[src/rtl/hashgen_pkg.sv]
// Shared definitions for the chained multi-channel counter datapath:
// per-channel command encodings and the supported parameter ranges.
package hashgen_pkg;

   // Per-channel command, two bits per channel on the op bus.
   typedef enum logic [1:0] {
      OP_HOLD = 2'b00,
      OP_INC  = 2'b01,
      OP_CLR  = 2'b10,
      OP_LD   = 2'b11
   } op_e;

   // Supported parameter ranges.
   localparam int NCH_MIN   = 1;
   localparam int NCH_MAX   = 8;
   localparam int WIDTH_MIN = 2;
   localparam int WIDTH_MAX = 16;

endpackage : hashgen_pkg

[src/rtl/hashgen_ctr_ch.sv]
// One counter channel: count register, wrap pulse register, next-state mux
// and the combinational wrap event that feeds the next channel's gate.
module hashgen_ctr_ch
   import hashgen_pkg::*;
#(
   parameter int WIDTH = 5
) (
   input  logic             clk,
   input  logic             rst_n,
   input  logic [1:0]       op,
   input  logic             gate_en,   // upstream permission to increment
   input  logic [WIDTH-1:0] ld_val,
   input  logic [WIDTH-1:0] lim,
   output logic [WIDTH-1:0] cnt,
   output logic             tc,
   output logic             wrap,
   output logic             wev
);

   op_e              op_s;
   logic             inc;
   logic             at_lim;
   logic [WIDTH-1:0] cnt_d, cnt_q;
   logic             wrap_d, wrap_q;

   assign op_s   = op_e'(op);
   // ">=" rather than "==" so a value loaded above the limit still wraps.
   assign at_lim = (cnt_q >= lim);
   assign inc    = (op_s == OP_INC) && gate_en;
   assign wev    = inc && at_lim;

   // Next-state selection for the count and the wrap pulse.
   always_comb begin
      // NOTE: defaults first so every path assigns every output; no latch can be inferred.
      cnt_d  = cnt_q;
      wrap_d = 1'b0;
      case (op_s)
         OP_CLR:  cnt_d = '0;
         OP_LD:   cnt_d = ld_val;
         OP_INC: begin
            // With the gate closed this falls through as a hold.
            if (inc) begin
               if (at_lim) begin
                  cnt_d  = '0;
                  wrap_d = 1'b1;
               end else begin
                  // Cannot overflow: cnt_q < lim <= all-ones.
                  cnt_d = cnt_q + WIDTH'(1);
               end
            end
         end
         default: cnt_d = cnt_q;
      endcase
   end

   // State registers with asynchronous clear.
   always_ff @(posedge clk or negedge rst_n) begin
      // NOTE: non-blocking assignments so every flop samples pre-edge values.
      if (!rst_n) begin
         cnt_q  <= '0;
         wrap_q <= 1'b0;
      end else begin
         cnt_q  <= cnt_d;
         wrap_q <= wrap_d;
      end
   end

   assign cnt  = cnt_q;
   assign wrap = wrap_q;
   assign tc   = (cnt_q == lim);

endmodule : hashgen_ctr_ch

[src/rtl/hashgen_ctr_dp.sv]
// Top of the chained counter datapath: NCH independent channels whose
// increments can be gated by the previous channel's wrap event, so a
// chain of channels behaves like a mixed-radix counter. Wrap events ripple
// combinationally through the whole chain within one cycle.
module hashgen_ctr_dp
   import hashgen_pkg::*;
#(
   parameter int NCH   = 2,
   parameter int WIDTH = 5
) (
   input  logic                 clk,
   input  logic                 rst_n,
   input  logic [2*NCH-1:0]     op,
   input  logic [NCH*WIDTH-1:0] ld_val,
   input  logic [NCH*WIDTH-1:0] lim,
   input  logic [NCH-1:0]       chain,
   output logic [NCH*WIDTH-1:0] cnt,
   output logic [NCH-1:0]       tc,
   output logic [NCH-1:0]       wrap,
   output logic                 all_done
);

   // chain[0] has no upstream channel and the last wrap event has no
   // downstream consumer.
   logic [1:0] unused_bits;

   genvar i;
   generate
      for (i = 0; i < NCH; i++) begin : g_ch
         // Per-channel scalars keep the ripple path acyclic bit by bit.
         logic gate_en;
         logic wev;

         if (i == 0) begin : g_head
            assign gate_en = 1'b1;
         end else begin : g_link
            assign gate_en = ~chain[i] | g_ch[i-1].wev;
         end

         hashgen_ctr_ch #(
            .WIDTH (WIDTH)
         ) u_ch (
            .clk     (clk),
            .rst_n   (rst_n),
            .op      (op[2*i +: 2]),
            .gate_en (gate_en),
            .ld_val  (ld_val[WIDTH*i +: WIDTH]),
            .lim     (lim[WIDTH*i +: WIDTH]),
            .cnt     (cnt[WIDTH*i +: WIDTH]),
            .tc      (tc[i]),
            .wrap    (wrap[i]),
            .wev     (wev)
         );
      end
   endgenerate

   assign all_done    = &tc;
   assign unused_bits = {chain[0], g_ch[NCH-1].wev};

endmodule : hashgen_ctr_dp

[config.mk]
export PLATFORM = sky130hd
export DESIGN_NAME = hashgen_ctr_dp
export DESIGN_NICKNAME = d
export VERILOG_FILES = /design/src/rtl/hashgen_pkg.sv /design/src/rtl/hashgen_ctr_ch.sv /design/src/rtl/hashgen_ctr_dp.sv
export SDC_FILE = /design/constraint.sdc
export NUM_CORES = 1
export LEC_CHECK = 0
export BUFFER_PORTS_ARGS = -buffer_cell sky130_fd_sc_hd__buf_2
export CORE_MARGIN = 10
export CORE_UTILIZATION = 40
export CTS_BUF_LIST = sky130_fd_sc_hd__clkbuf_8 sky130_fd_sc_hd__clkbuf_16
export CTS_CLUSTER_DIAMETER = 150
export DETAILED_ROUTE_END_ITERATION = 10
export MAX_ROUTING_LAYER = met4
export PLACE_DENSITY = 0.71
export SLEW_MARGIN = 10
export SYNTH_ARGS = -nofsm -noshare
export SYNTH_HDL_FRONTEND = slang
export SYNTH_HIERARCHICAL = 1
export SYNTH_SLANG_ARGS = --single-unit
export TNS_END_PERCENT = 30
[constraint.sdc]
create_clock -name clk -period 2.3 [get_ports clk]
set_input_delay 0.46 -clock clk [delete_from_list [all_inputs] [get_ports clk]]
set_output_delay 0.46 -clock clk [all_outputs]
set_load 0.02 [all_outputs]
==> results.yml, run 1 <==
worst_setup_path:
  worstPathRequired_ns: 2.45
  cp-end-kind: "register"
  critPathArrivalTime_ns: 2.29
  criticalPathCategory: "reg -> reg"
  worstPathCellList: "inv_1 -> ha_1 -> nand2b_1 -> a211o_1 -> a21oi_1 -> nand2b_2 -> a21oi_2 -> or3_1 -> o221ai_1"
  cp_max_fo: 6
  crit_path_top_delay_cell: "dfrtp_1"
  startpoint_type: "register"
  cp_slowest_stage_delay_ns: 0.45
floorplan:
  num_rows: 17
  start_util_pct: 42.18
  core-area_sq_um: 2233
  die_area_sq_um: 4696
  die_h_microns: 68.53
  io_pins: 43
  die_w_microns: 68.53
run_status:
  status: "finished clean"
sta:
  finalSetupTns_ns: 0
  finalSetupViolations: 0
  skew_ns: 0.006313
  slew_violations: 0
  min_period_ns: 2.143
  timing.final.crit_share_pct: 93.17
  max_freq_ghz: 0.4667
  final-hold-violation-count: 0
  hold_slack_ns: 0.08047
  rsz0062_at_grt: "no"
power_and_ir_drop:
  power.leakage_nw: 0.6325
  p_per_area_nw_per_um2: 568.0
  vdd_drop_max_uv: 342.3
synthesis:
  ys_warn_count: 6
  syn-instance-count: 108
  synth_area_sq_um: 942.2
  syn_area_per_cell_sq_um: 8.724
finish:
  fin_util_pct: 55.80
  nFillCells: 219
  num_antenna_cells: 0
  syn_to_final_growth_pct: 32.27
  final_layout_size_suffix_gt1_share_pct: 33.97
  fin_nets: 198
  final_common_cell: "buf_2"
  mostFrequentLayoutCells: "buf_2 (41), inv_1 (14), ha_1 (12)"
global_routing:
  grt_usage_pct: 12.71
  antenna_found_initial: 0
  grt_pass1_vias: 976
  grt_overflow_total: 0
  grt_max_degree: 13
  grt_pass1_wl_microns: 4443
placed_design:
  place_hpwl_microns: 2239
  numPortBuffers: 41
  gp_congestion: 0.8183
cts:
  clk_pin_slew_ns: 0.05
  cts_setup_buffers: 0
  clockBufferDepth: 2
  cts_tree: "done"
  clk_latency_ns: 0.24
  clock_sinks: 12
  cts_hold_buffers: 0
  root_buffer: "clkbuf_8"
  h-tree-depth: 1
  cts_buffers: 3
detailed_routing:
  first_pass_iters: 4
  drt_wl_total_microns: 2734
  via_count: 1004
  post_drt_wl_per_cell_microns: 14.86
  via_per_inst: 5.457
  drc: 0
  drt_iter0_markers: 45
  final_antenna_net_count: 0
job:
  drv_cap: 0
worst_hold_path:
  hold_path_class: "in -> async"
[timing repair]
action                     4_1_cts  5_1_grt
hold endpoints to repair         0        0
setup endpoints to repair        0        4
gates resized for setup          0        2
[worst max-delay path: cells and delay by family, from the launching register on]
family	cells	cell delay [ns]
buffers and inverters	1	0.07
AO/OA/AOI/OAI	4	0.74
AND/OR/NAND/NOR	3	0.63
flip-flops	1	0.45
adder cells (fa/ha/maj)	1	0.18
[state kept, by name, summed over array words and instances (netlist names)]
| register | flops |
|---|---|
| g_ch.u_ch/cnt | 10 |
| g_ch.u_ch/wrap | 2 |
[per-stage QoR]
step | worst slack (ns) | total power [mW] | instances | area [sq um]
2_1_floorplan | 0.2077 | 0.4177 | 111 | 953.4
3_3_place_gp | 0.1002 | 0.5030 | 181 | 1201
3_5_place_dp | 0.04422 | 0.5159 | 181 | 1201
4_1_cts | 0.1019 | 0.7105 | 184 | 1242
5_1_grt | 0.006535 | 0.7552 | 184 | 1246
6_report | 0.1571 | 0.7078 | 184 | 1246
[where the power goes]
group	switching, mW	internal (mW)	total, mW
sequential	0.0385	0.236	0.274
combinational	0.140	0.100	0.240
clock	0.0783	0.115	0.194
[area by class of cell]
| cell class | instances | area [sq um] | share of cell area (%) |
|---|---|---|---|
| tap | 28 | 35.03 | 2.811 |
| multi-input combinational | 85 | 603.1 | 48.39 |
| clock buffer | 3 | 41.29 | 3.313 |
| sequential | 12 | 301.5 | 24.20 |
| timing repair buffer | 42 | 212.7 | 17.07 |
| inverter | 14 | 52.55 | 4.217 |
[path summary, 6_finish.rpt]
check	from	endpoint	slack (ns)	cells past startpoint
setup / recovery	g_ch[0].u_ch/cnt[0]	g_ch[1].u_ch/cnt[2]	0.16	9
hold / removal	rst_n	g_ch[0].u_ch/cnt[3]	0.08	1
setup reg to reg	g_ch[0].u_ch/cnt[0]	g_ch[1].u_ch/cnt[2]	0.16	9
hold reg to reg	g_ch[1].u_ch/cnt[0]	g_ch[1].u_ch/cnt[0]	0.58	1
max in group asynchronous	rst_n	g_ch[0].u_ch/cnt[1]	1.98	1
min in group clk	ld_val[7]	g_ch[1].u_ch/cnt[2]	0.47	3
[metal layers]
metal  GRT usage [%]  vias up  share of wire, %
met1           13.90      468                40
met4           6.784        0               1.9
met5               -        -                 0
met3           2.899        5               6.9
li1                -      498                 -
met2           20.97       33                52
Power figures use the tool's default switching activity.
==> run 2: changes to the inputs <==
--- a/config.mk
+++ b/config.mk
@@ -11,9 +11,8 @@
 export CTS_BUF_LIST = sky130_fd_sc_hd__clkbuf_8 sky130_fd_sc_hd__clkbuf_16
 export CTS_CLUSTER_DIAMETER = 150
 export DETAILED_ROUTE_END_ITERATION = 10
-export MAX_ROUTING_LAYER = met4
 export PLACE_DENSITY = 0.71
-export SLEW_MARGIN = 10
+export SLEW_MARGIN = 20
 export SYNTH_ARGS = -nofsm -noshare
 export SYNTH_HDL_FRONTEND = slang
 export SYNTH_HIERARCHICAL = 1
==> run 2 against run 1 <==
Sequential share of layout area is the same. Die area is the same. Register-to-register slack is essentially flat. Hold slack is essentially flat. Fmax shrank 0.11%. Cell area is the same. Sequential cell count is the same. Global-route usage shrank 0.37 points. Combinational power is essentially flat. Non-clock buffer count is the same.
==> results.yml, run 2 (synthesis results as in run 1) <==
detailed_routing:
  post_drt_wl_per_cell_microns: 14.92
  drc: 0
  final_antenna_net_count: 0
  drt_iter0_markers: 45
  first_pass_iters: 4
  via_per_inst: 5.457
  drt_wl_total_microns: 2746
  via_count: 1004
finish:
  instances_no_fill: 184
  final_common_cell: "buf_2"
  num_antenna_cells: 0
  largest_reg_flops: 10
  mostFrequentLayoutCells: "buf_2 (41), inv_1 (14), ha_1 (12)"
  nFillCells: 219
  final_layout_size_suffix_gt1_share_pct: 33.97
  fin_nets: 198
  syn_to_final_growth_pct: 32.27
sta:
  skew_ns: 0.006229
  rsz0062_at_grt: "no"
  finalSetupViolations: 0
  hold_slack_ns: 0.08035
  slew_violations: 0
  finalSetupTns_ns: 0
  max_freq_ghz: 0.4662
  final-hold-violation-count: 0
  timing.final.crit_share_pct: 93.27
  min_period_ns: 2.145
floorplan:
  core-area_sq_um: 2233
  die_area_sq_um: 4696
  die_w_microns: 68.53
  io_pins: 43
  die_h_microns: 68.53
  num_rows: 17
  start_util_pct: 42.18
cts:
  clockBufferDepth: 2
  h-tree-depth: 1
  root_buffer: "clkbuf_8"
  clock_sinks: 12
  clk_latency_ns: 0.25
  cts_hold_buffers: 0
  cts_setup_buffers: 0
  cts_tree: "done"
  clk_pin_slew_ns: 0.05
  cts_buffers: 3
global_routing:
  grt_overflow_total: 0
  grt_usage_pct: 12.34
  grt_pass1_vias: 974
  grt_max_degree: 13
  antenna_found_initial: 0
  grt_pass1_wl_microns: 4443
placed_design:
  place_inst: 181
  gp_congestion: 0.8066
  place_hpwl_microns: 2239
  numPortBuffers: 41
power_and_ir_drop:
  power.leakage_nw: 0.6325
  p_sw_share_pct: 36.34
  p_comb_share_pct: 34.0
  internal_power_mw: 0.4510
  switching_power_mw: 0.2574
  power.share.clock_pct: 27.4
  seqPwrFrac_pct: 38.6
  p_per_area_nw_per_um2: 568.5
  vdd_drop_max_uv: 342.4
worst_hold_path:
  hold_path_class: "in -> async"
worst_setup_path:
  cp-end-kind: "register"
  critPathArrivalTime_ns: 2.30
  critical_path_buf_inv_count: 1
  worstPathCellList: "inv_1 -> ha_1 -> nand2b_1 -> a211o_1 -> a21oi_1 -> nand2b_2 -> a21oi_2 -> or3_1 -> o221ai_1"
  worstPathRequired_ns: 2.45
  cp_slowest_stage_delay_ns: 0.45
  cp_max_fo: 6
  crit_path_top_delay_cell: "dfrtp_1"
  path_delay_family: "compound AO/OA/AOI/OAI gates"
  startpoint_type: "register"
  criticalPathCategory: "reg -> reg"
run_status:
  status: "finished clean"
job:
  drv_cap: 0
-- run 2: layout make-up --
type / count / area, sq um / share of cell area [%]
Multi-Input combinational cell: 85 / 603.1 / 48.39
Inverter: 14 / 52.55 / 4.217
Clock buffer: 3 / 41.29 / 3.313
Sequential cell: 12 / 301.5 / 24.20
Tap cell: 28 / 35.03 / 2.811
Timing Repair Buffer: 42 / 212.7 / 17.07
-- run 2: final timing paths --
kind | from | to | slack (ns) | depth (start not counted)
max | g_ch[0].u_ch/cnt[0] | g_ch[1].u_ch/cnt[2] | 0.15 | 9
max in group asynchronous | rst_n | g_ch[0].u_ch/cnt[1] | 1.98 | 1
min | rst_n | g_ch[0].u_ch/cnt[3] | 0.08 | 1
max reg2reg | g_ch[0].u_ch/cnt[0] | g_ch[1].u_ch/cnt[2] | 0.15 | 9
min reg2reg | g_ch[1].u_ch/cnt[0] | g_ch[1].u_ch/cnt[0] | 0.58 | 1
min in group clk | ld_val[7] | g_ch[1].u_ch/cnt[2] | 0.47 | 3
-- run 2: power by group through the flow --
stage / Combinational, mW / Sequential [mW] / Clock, mW
floorplan: 0.122 / 0.295 / 0
global placement: 0.230 / 0.273 / 0
detailed placement: 0.241 / 0.275 / 0
CTS: 0.242 / 0.272 / 0.196
global route: 0.272 / 0.279 / 0.205
finish: 0.241 / 0.274 / 0.194
-- run 2: per-stage QoR --
step / power [mW] / utilization, % / setup WS, ns / area (sq um)
after CTS: 0.7105 / 55.63 / 0.1019 / 1242
after global placement: 0.5030 / 53.78 / 0.1002 / 1201
after floorplan: 0.4177 / - / 0.2077 / 953.4
after global routing: 0.7552 / 55.80 / 0.006535 / 1246
final: 0.7085 / 55.80 / 0.1548 / 1246
after detailed placement: 0.5159 / 53.78 / 0.04422 / 1201
-- run 2: repair_timing --
| action | in CTS | in global routing |
|---|---|---|
| hold endpoints to repair | 0 | 0 |
| resized for setup | 0 | 2 |
| setup endpoints to repair | 0 | 4 |
-- run 2: layer usage --
| metal | vias to the layer above | routed length, microns | global-route usage (%) |
|---|---|---|---|
| met4 | 0 | 54 | 6.784 |
| met3 | 5 | 215 | 3.543 |
| met1 | 472 | 1062 | 13.53 |
| met5 | - | 0 | 0 |
| li1 | 499 | - | - |
| met2 | 28 | 1414 | 20.97 |
==> run 3: changes to the inputs <==
--- a/config.mk
+++ b/config.mk
@@ -6,6 +6,7 @@
 export NUM_CORES = 1
 export LEC_CHECK = 0
 export BUFFER_PORTS_ARGS = -buffer_cell sky130_fd_sc_hd__buf_2
+export CORE_ASPECT_RATIO = 0.9
 export CORE_MARGIN = 10
 export CORE_UTILIZATION = 40
 export CTS_BUF_LIST = sky130_fd_sc_hd__clkbuf_8 sky130_fd_sc_hd__clkbuf_16
==> run 3 against run 2 <==
Critical path depth shrank 1. Largest power group unchanged. Global-route usage shrank 1.4 points. Wire length shrank 3.7%. Clock-buffer cell count is the same. Critical path type unchanged.
==> results.yml, run 3 (synthesis results as in run 1) <==
detailed_routing:
  final_antenna_net_count: 0
  drc: 0
  wl_met3_microns: 115
  maxUsedRoutingLayer: "met4"
  drt_iter0_markers: 29
  post_drt_wl_per_cell_microns: 14.29
  via_count: 975
  via_per_inst: 5.270
  first_pass_iters: 4
  wl_met1_microns: 1144
  drt_wl_total_microns: 2644
  wl_met2_microns: 1361
global_routing:
  antenna_found_initial: 0
  grt_pass1_vias: 984
  grt_usage_pct: 10.98
  grt_max_degree: 13
  grt_overflow_total: 0
  grt_pass1_wl_microns: 4367
power_and_ir_drop:
  power.leakage_nw: 0.6443
  vdd_drop_max_uv: 481.0
  fin_total_pwr_mw: 0.7031
  p_per_area_nw_per_um2: 559.7
sta:
  hold_slack_ns: 0.09601
  finalSetupTns_ns: 0
  slew_violations: 0
  finalSetupViolations: 0
  setup_ws_ns: 0.1221
  final-hold-violation-count: 0
  skew_ns: 0.0007738
  max_freq_ghz: 0.4592
  rsz0062_at_grt: "no"
  min_period_ns: 2.178
  timing.final.crit_share_pct: 94.69
cts:
  clk_latency_ns: 0.23
  cts_hold_buffers: 0
  cts_tree: "done"
  cts_setup_buffers: 0
  clockBufferDepth: 2
  cts_buffers: 3
  clock_sinks: 12
  h-tree-depth: 1
  cts_resized: 0
  root_buffer: "clkbuf_8"
  clk_pin_slew_ns: 0.05
finish:
  instances_no_fill: 185
  stdcell_area_sq_um: 1256
  num_antenna_cells: 0
  largest_reg_flops: 10
  final_layout_size_suffix_gt1_share_pct: 33.54
  fin_nets: 200
  mostFrequentLayoutCells: "buf_2 (41), inv_1 (14), ha_1 (12), dfrtp_1 (12), nand3_1 (10)"
  syn_to_final_growth_pct: 33.33
  final_common_cell: "buf_2"
  fin_util_pct: 57.05
floorplan:
  start_util_pct: 42.78
  io_pins: 43
  num_rows: 16
  die_h_microns: 66.04
  die_area_sq_um: 4699
  core-area_sq_um: 2202
  die_w_microns: 71.16
worst_setup_path:
  cp-end-kind: "register"
  cp_max_fo: 5
  critPathArrivalTime_ns: 2.32
  criticalPathCategory: "reg -> reg"
  startpoint_type: "register"
  worstPathRequired_ns: 2.45
job:
  drv_cap: 0
placed_design:
  pre_cts_ws_ns: 0.03789
  gp_congestion: 0.7647
  postPlaceCellArea_sq_um: 1215
  numPortBuffers: 41
  place_inst: 182
  place_hpwl_microns: 2266
run_status:
  status: "finished clean"
worst_hold_path:
  hold_path_class: "in -> async"
run 3: critical path, cell delays in order, from the launching register on:
cell	delay, ns
dfrtp_1	0.43
ha_1	0.32
nand2b_1	0.06
a211o_1	0.34
a21oi_1	0.15
nand2b_1	0.21
a21oi_2	0.09
or3_1	0.32
o221ai_1	0.17
run 3: area by class of cell:
cell class,instances,area (sq um)
clock buffers,3,41.29
well taps,27,33.78
fillers,217,945.9
repair buffers,44,227.7
multi-input cells,85,600.6
inverters,14,52.55
flip-flops and latches,12,300.3
run 3: worst paths after layout:
kind / from / end / slack (ns) / depth (start not counted)
max: g_ch[0].u_ch/cnt[1] / g_ch[1].u_ch/cnt[2] / 0.12 / 8
min: rst_n / g_ch[0].u_ch/cnt[1] / 0.1 / 1
max reg2reg: g_ch[0].u_ch/cnt[1] / g_ch[1].u_ch/cnt[2] / 0.12 / 8
min reg2reg: g_ch[1].u_ch/cnt[0] / g_ch[1].u_ch/cnt[0] / 0.58 / 1
max in group asynchronous: rst_n / g_ch[0].u_ch/cnt[4] / 1.99 / 1
min in group clk: ld_val[7] / g_ch[1].u_ch/cnt[2] / 0.47 / 3
run 3: power breakdown:
| group | total (mW) | switching (mW) | internal [mW] |
|---|---|---|---|
| clock | 0.187 | 0.0721 | 0.115 |
| sequential | 0.267 | 0.0315 | 0.235 |
| combinational | 0.249 | 0.144 | 0.106 |
run 3: per-layer routing:
| layer | GRT usage [%] | vias up |
|---|---|---|
| li1 | - | 501 |
| met1 | 12.29 | 454 |
| met2 | 20.04 | 18 |
| met3 | 2.553 | 2 |
| met4 | 3.382 | 0 |
| met5 | 0 | - |
